## src/rtl/pll_lock_sequencer.sv

```systemverilog
// pll_lock_sequencer
//   Brings a PLL out of reset, waits for its LOCK to settle, qualifies it for a
//   continuous stable window and only then releases the reset of the logic
//   clocked by the PLL. Lock timeouts are retried; repeated timeouts latch a
//   fault that is cleared only by clear_fault_i. Loss of lock while running
//   restarts the whole sequence.
//
//   Optional feature: define PLL_SEQ_LOSS_COUNT_EN to build a saturating 8-bit
//   lock-loss event counter; without it lock_loss_count_o is tied to zero.
//
// Ports
//   referenceclk_i     reference clock (also the PLL input clock)
//   reset_ni           asynchronous active-low reset, released synchronously
//   pll_lock_i         raw PLL LOCK, asynchronous to referenceclk_i
//   clear_fault_i      single-cycle fault-clear request (FAULT state only)
//   pll_resetb_o       PLL RESETB, active-low
//   sys_reset_n_o      active-low reset for PLL-clocked logic
//   ready_o            high while the PLL is qualified (RUN)
//   fault_o            high after retry exhaustion
//   lock_loss_count_o  lock-loss events since reset (saturating)
module pll_lock_sequencer #(
  parameter int unsigned PLL_RST_CYCLES      = 16,
  parameter int unsigned LOCK_STABLE_CYCLES  = 1024,
  parameter int unsigned LOCK_TIMEOUT_CYCLES = 65535,
  parameter int unsigned MAX_RETRIES         = 3
) (
  input  logic       referenceclk_i,
  input  logic       reset_ni,
  input  logic       pll_lock_i,
  input  logic       clear_fault_i,
  output logic       pll_resetb_o,
  output logic       sys_reset_n_o,
  output logic       ready_o,
  output logic       fault_o,
  output logic [7:0] lock_loss_count_o
);

  typedef enum logic [2:0] {
    StPllRst,
    StWaitLock,
    StStable,
    StRun,
    StFault
  } state_e;

  // Counter is zero on the first cycle of a state, so a state lasting N cycles
  // exits when the counter reads N-1.
  localparam logic [15:0] RstLast     = 16'(PLL_RST_CYCLES - 1);
  localparam logic [15:0] StableLast  = 16'(LOCK_STABLE_CYCLES - 1);
  localparam logic [15:0] TimeoutLast = 16'(LOCK_TIMEOUT_CYCLES - 1);
  localparam logic [3:0]  MaxRetries  = 4'(MAX_RETRIES);

  // Two-flop synchronizer; only lock_s_q is seen by the FSM.
  logic sync1_q;
  logic lock_s_q;

  always_ff @(posedge referenceclk_i or negedge reset_ni) begin
    if (!reset_ni) begin
      sync1_q  <= 1'b0;
      lock_s_q <= 1'b0;
    end else begin
      sync1_q  <= pll_lock_i;
      lock_s_q <= sync1_q;
    end
  end

  state_e      state_q;
  logic [15:0] cnt_q;
  logic [3:0]  retry_q;
  logic        pll_resetb_q;
  logic        sys_reset_n_q;
  logic        ready_q;
  logic        fault_q;

  // Output pattern {pll_resetb, sys_reset_n, ready, fault} for a given state.
  // Outputs are loaded from the destination state on every transition so they
  // change on the same edge as the state register.
  function automatic logic [3:0] state_outs(input state_e s);
    logic [3:0] o;
    case (s)
      StWaitLock, StStable: o = 4'b1000;
      StRun:                o = 4'b1110;
      StFault:              o = 4'b0001;
      default:              o = 4'b0000;
    endcase
    return o;
  endfunction

  always_ff @(posedge referenceclk_i or negedge reset_ni) begin
    if (!reset_ni) begin
      state_q       <= StPllRst;
      cnt_q         <= '0;
      retry_q       <= '0;
      pll_resetb_q  <= 1'b0;
      sys_reset_n_q <= 1'b0;
      ready_q       <= 1'b0;
      fault_q       <= 1'b0;
    end else begin
      unique case (state_q)
        StPllRst: begin
          if (cnt_q == RstLast) begin
            state_q <= StWaitLock;
            cnt_q   <= '0;
            {pll_resetb_q, sys_reset_n_q, ready_q, fault_q} <= state_outs(StWaitLock);
          end else begin
            cnt_q <= cnt_q + 16'd1;
          end
        end

        StWaitLock: begin
          // Lock is checked first so it wins over a coincident timeout.
          if (lock_s_q) begin
            state_q <= StStable;
            cnt_q   <= '0;
            {pll_resetb_q, sys_reset_n_q, ready_q, fault_q} <= state_outs(StStable);
          end else if (cnt_q == TimeoutLast) begin
            retry_q <= retry_q + 4'd1;
            cnt_q   <= '0;
            if (retry_q + 4'd1 == MaxRetries) begin
              state_q <= StFault;
              {pll_resetb_q, sys_reset_n_q, ready_q, fault_q} <= state_outs(StFault);
            end else begin
              state_q <= StPllRst;
              {pll_resetb_q, sys_reset_n_q, ready_q, fault_q} <= state_outs(StPllRst);
            end
          end else begin
            cnt_q <= cnt_q + 16'd1;
          end
        end

        StStable: begin
          if (!lock_s_q) begin
            state_q <= StWaitLock;
            cnt_q   <= '0;
            {pll_resetb_q, sys_reset_n_q, ready_q, fault_q} <= state_outs(StWaitLock);
          end else if (cnt_q == StableLast) begin
            state_q <= StRun;
            cnt_q   <= '0;
            retry_q <= '0;
            {pll_resetb_q, sys_reset_n_q, ready_q, fault_q} <= state_outs(StRun);
          end else begin
            cnt_q <= cnt_q + 16'd1;
          end
        end

        StRun: begin
          if (!lock_s_q) begin
            state_q <= StPllRst;
            cnt_q   <= '0;
            {pll_resetb_q, sys_reset_n_q, ready_q, fault_q} <= state_outs(StPllRst);
          end
        end

        StFault: begin
          if (clear_fault_i) begin
            state_q <= StPllRst;
            cnt_q   <= '0;
            retry_q <= '0;
            {pll_resetb_q, sys_reset_n_q, ready_q, fault_q} <= state_outs(StPllRst);
          end
        end

        default: begin
          state_q <= StPllRst;
          cnt_q   <= '0;
          {pll_resetb_q, sys_reset_n_q, ready_q, fault_q} <= state_outs(StPllRst);
        end
      endcase
    end
  end

`ifdef PLL_SEQ_LOSS_COUNT_EN
  logic [7:0] loss_cnt_q;

  // Counts exactly the RUN -> PLL_RST transitions, on the same edge.
  always_ff @(posedge referenceclk_i or negedge reset_ni) begin
    if (!reset_ni) begin
      loss_cnt_q <= '0;
    end else if (state_q == StRun && !lock_s_q && loss_cnt_q != 8'hFF) begin
      loss_cnt_q <= loss_cnt_q + 8'd1;
    end
  end

  assign lock_loss_count_o = loss_cnt_q;
`else
  assign lock_loss_count_o = 8'd0;
`endif

  assign pll_resetb_o  = pll_resetb_q;
  assign sys_reset_n_o = sys_reset_n_q;
  assign ready_o       = ready_q;
  assign fault_o       = fault_q;

endmodule

```

## config.mk

```make
export PLATFORM = sky130hd
export DESIGN_NAME = pll_lock_sequencer
export DESIGN_NICKNAME = d
export VERILOG_FILES = /design/src/rtl/pll_lock_sequencer.sv
export SDC_FILE = /design/constraint.sdc
export NUM_CORES = 1
export LEC_CHECK = 0
export ABC_AREA = 1
export CAP_MARGIN = 20
export CORE_ASPECT_RATIO = 0.5
export CORE_UTILIZATION = 50
export CTS_BUF_LIST = sky130_fd_sc_hd__clkbuf_8
export DETAILED_ROUTE_END_ITERATION = 10
export PLACE_DENSITY = 0.74
export SYNTH_ARGS = -nofsm -noshare
export SYNTH_HDL_FRONTEND = slang
export SYNTH_SLANG_ARGS = --single-unit
```

## constraint.sdc

```tcl
create_clock -name referenceclk_i -period 3 [get_ports referenceclk_i]
set_input_delay 0.3 -clock referenceclk_i [delete_from_list [all_inputs] [get_ports referenceclk_i]]
set_output_delay 0.3 -clock referenceclk_i [all_outputs]
set_load 0.02 [all_outputs]
```

==> key figures <==
Run status
  • Status: complete, no violations

Placement
  • GPL Wtd Cong: 0.863
  • Placed Cells: 315
  • DP HPWL: 2600 µm
  • Port bufs: 7

Layout
  • Layout net count: 277
  • Layout cell share with drive strength beyond 1: 11.2%
  • Finished Layout Cells: 319
  • Ant diodes: 0
  • Area added between synthesis and finish: 7.66%
  • Finished Core Util: 57.4%

STA
  • Hold slack: 0.352 ns
  • Setup repair after global routing missed its margin: false
  • Final setup viols: 0
  • Setup TNS Final: 0 ns
  • Fmax: 561 MHz
  • Hold Vio Cnt, Final: 0
  • Crit path time final: 1.78 ns
  • Final Max Slew Viols: 0
  • Tcrit/Tclk final: 59.5%
  • Layout Skew: 0.00582 ns

Floorplan
  • Die Ht: 45.2 µm
  • Die area: 3990 µm²
  • Die X: 88.3 µm
  • Core area: 3490 µm²
  • Num ports: 16
  • Initial core utilization: 53.3%
  • Row count: 15

Global route
  • Largest net degree at the start of global routing: 29
  • Total gr overflow: 0
  • Overall routing resource usage: 21.0%
  • Vias in the first global route: 1354
  • Initial antenna violation count: 0
  • First-pass GRT wire length: 6310 µm

Routing
  • Met3 WL: 164 µm
  • Drt wl/cell: 11.1 µm
  • WL met1: 1800 µm
  • DR iter-0 viols: 146
  • Routed wl met2: 1540 µm
  • Vias per inst: 4.81
  • Antenna-violating nets left: 0
  • Via Count: 1534
  • Residual DRC count: 0
  • Drt pass-1 iters: 4
  • Top layer in use: met4
  • Final WL: 3530 µm

Power and ir drop
  • Leak: 1.06 nW
  • Total Power: 0.000643 W
  • Worst ir drop on vdd: 309 µV
  • Pwr/cell area: 321 nW/µm²

Clock tree
  • CTS tree: built
  • Hold-fix buffers at CTS: 0
  • Post-cts sizing count: 0
  • H-tree levels: 1
  • Clk sinks: 28
  • Clock transition at path regs: 0.10 ns
  • Setup Buffers After CTS: 0
  • Total CTS buffers: 3
  • Clock buffer depth: 2
  • Clock latency on the worst-skew pair: 0.28 ns
  • Root buf cell: clkbuf_8

Logic synthesis
  • Seq cells post-synth: 28
  • Post-synth EDFFs: 0
  • Predominant post-synthesis flop cell: dfrtp_1
  • Synth top area share: 37.6%
  • Async SR Flop Fraction: 100%
  • Mapped Cells: 260
  • Top area cells in the synthesized netlist: dfrtp_1, nand2_1, nor2_1
  • Syn. warnings: 0
  • Commonest cells post-synth: nand2_1, nor2_1, inv_1
  • Seq/Total Area, Yosys: 37.6%
  • Library cells used by synthesis: 28
  • Mean Syn Cell Area: 7.16 µm²
  • Post-synth top area cell: dfrtp_1
  • Post-synthesis cell area: 1860 µm²
  • Count leader, synth: nand2_1

Worst setup path
  • Most frequent CP cell: inv_2
  • Max FO, Critical Path: 15
  • Worst path required time: 3.18 ns
  • Worst reg2reg startpoint: state_q[0]
  • Worst-path cell chain: inv_1 -> nand4_2 -> nand2_1 -> inv_2 -> nand4_4 -> inv_2 -> nor2_1
  • Critical Path Source Type: flip-flop
  • Crit path launch: state_q[0]
  • CP Capture Type: flip-flop
  • Worst Setup Path Type: flip-flop to flip-flop
  • Critical Path AT: 1.96 ns
  • CP max-delay cell: dfrtp_1
  • Largest stage delay on the critical path: 0.46 ns

Hold path
  • Hold_sp: sync1_q
  • Min-Delay Path Class: flip-flop to flip-flop

Run
  • Max Cap Viol: 0
-- layer usage --
layer	global-route usage, %	up-vias
met5	0	-
met4	4.84	0
met3	5.12	2
met2	31.5	34
met1	30.6	694
li1	-	804
-- report_power, final --
part / total (W) / switching [W] / internal [W]
clock: 0.000240 / 0.000123 / 0.000118
combinational: 0.0000227 / 0.0000182 / 0.00000447
sequential: 0.000380 / 0.00000108 / 0.000378
-- worst max-delay path: cells and delay by family (launching register included) --
kind	cells	cell delay [ns]
DFF	1	0.46
buffers and inverters	3	0.58
and+or+nand+nor	4	0.65
-- layout by cell type, fill, tap and decap left out --
cell | synthesis | layout
conb_1 | 1 | 8
clkbuf_8 | 0 | 4
nand3_2 | 1 | 1
o21ai_2 | 1 | 1
nand2_4 | 1 | 1
buf_4 | 10 | 1
inv_1 | 29 | 29
nor2_1 | 31 | 31
o21ai_1 | 3 | 3
nand3_1 | 14 | 14
clkdlybuf4s50_1 | 0 | 7
ha_1 | 4 | 4
inv_2 | 6 | 6
and3_1 | 1 | 1
nand4_2 | 1 | 1
nor3_1 | 3 | 3
o21ai_0 | 2 | 2
inv_4 | 1 | 1
xor2_1 | 6 | 6
nor2_2 | 5 | 5
a21oi_4 | 1 | 1
nand2_2 | 6 | 6
a21oi_1 | 2 | 2
dfrtp_1 | 28 | 28
nand4_4 | 1 | 1
nand4_1 | 11 | 11
nand2_1 | 84 | 84
nand3_4 | 1 | 1
xnor2_1 | 5 | 5
-- final timing paths --
path                       slack [ns]  cells past startpoint       end
max in group asynchronous        2.34                      2  cnt_q[5]
max                              1.22                      7  cnt_q[8]
max reg2reg                      1.22                      7  cnt_q[8]
min                              0.35                      0  lock_s_q
min in group asynchronous        0.38                      2  cnt_q[0]
min reg2reg                      0.35                      0  lock_s_q
-- flip-flops by register name, indices dropped and copies added, names as in the netlist --
register      cells
lock_s_q          1
state_q           3
cnt_q            16
sync1_q           1
pll_resetb_o      1
fault_o           1
ready_o           1
retry_q           4
-- cell type report --
cell class,instances,area [µm²]
Sequential cell,28,701
Fill cell,315,1490
Timing Repair Buffer,8,77.6
Clock buffer,4,55.1
Multi-Input combinational cell,192,970
Inverter,36,138
Tap cell,51,63.8
-- kinds of logic after synthesis --
logic type | synth area share, %
XOR/XNOR | 5.17
AND/OR/NAND/NOR | 39.4
adder cells (fa/ha/maj) | 2.69
AO/OA/AOI/OAI | 3.23
flip-flops | 37.6
other | 0.201
buffers and inverters | 11.7
-- per-stage QoR --
step	area, µm²	setup WS [ns]
after floorplan	1890	1.55
after global placement	1950	0.957
after detailed placement	1950	0.930
after CTS	2000	1.21
after global routing	2000	0.988
final	2000	1.22
(Power assumes the default switching activity.)
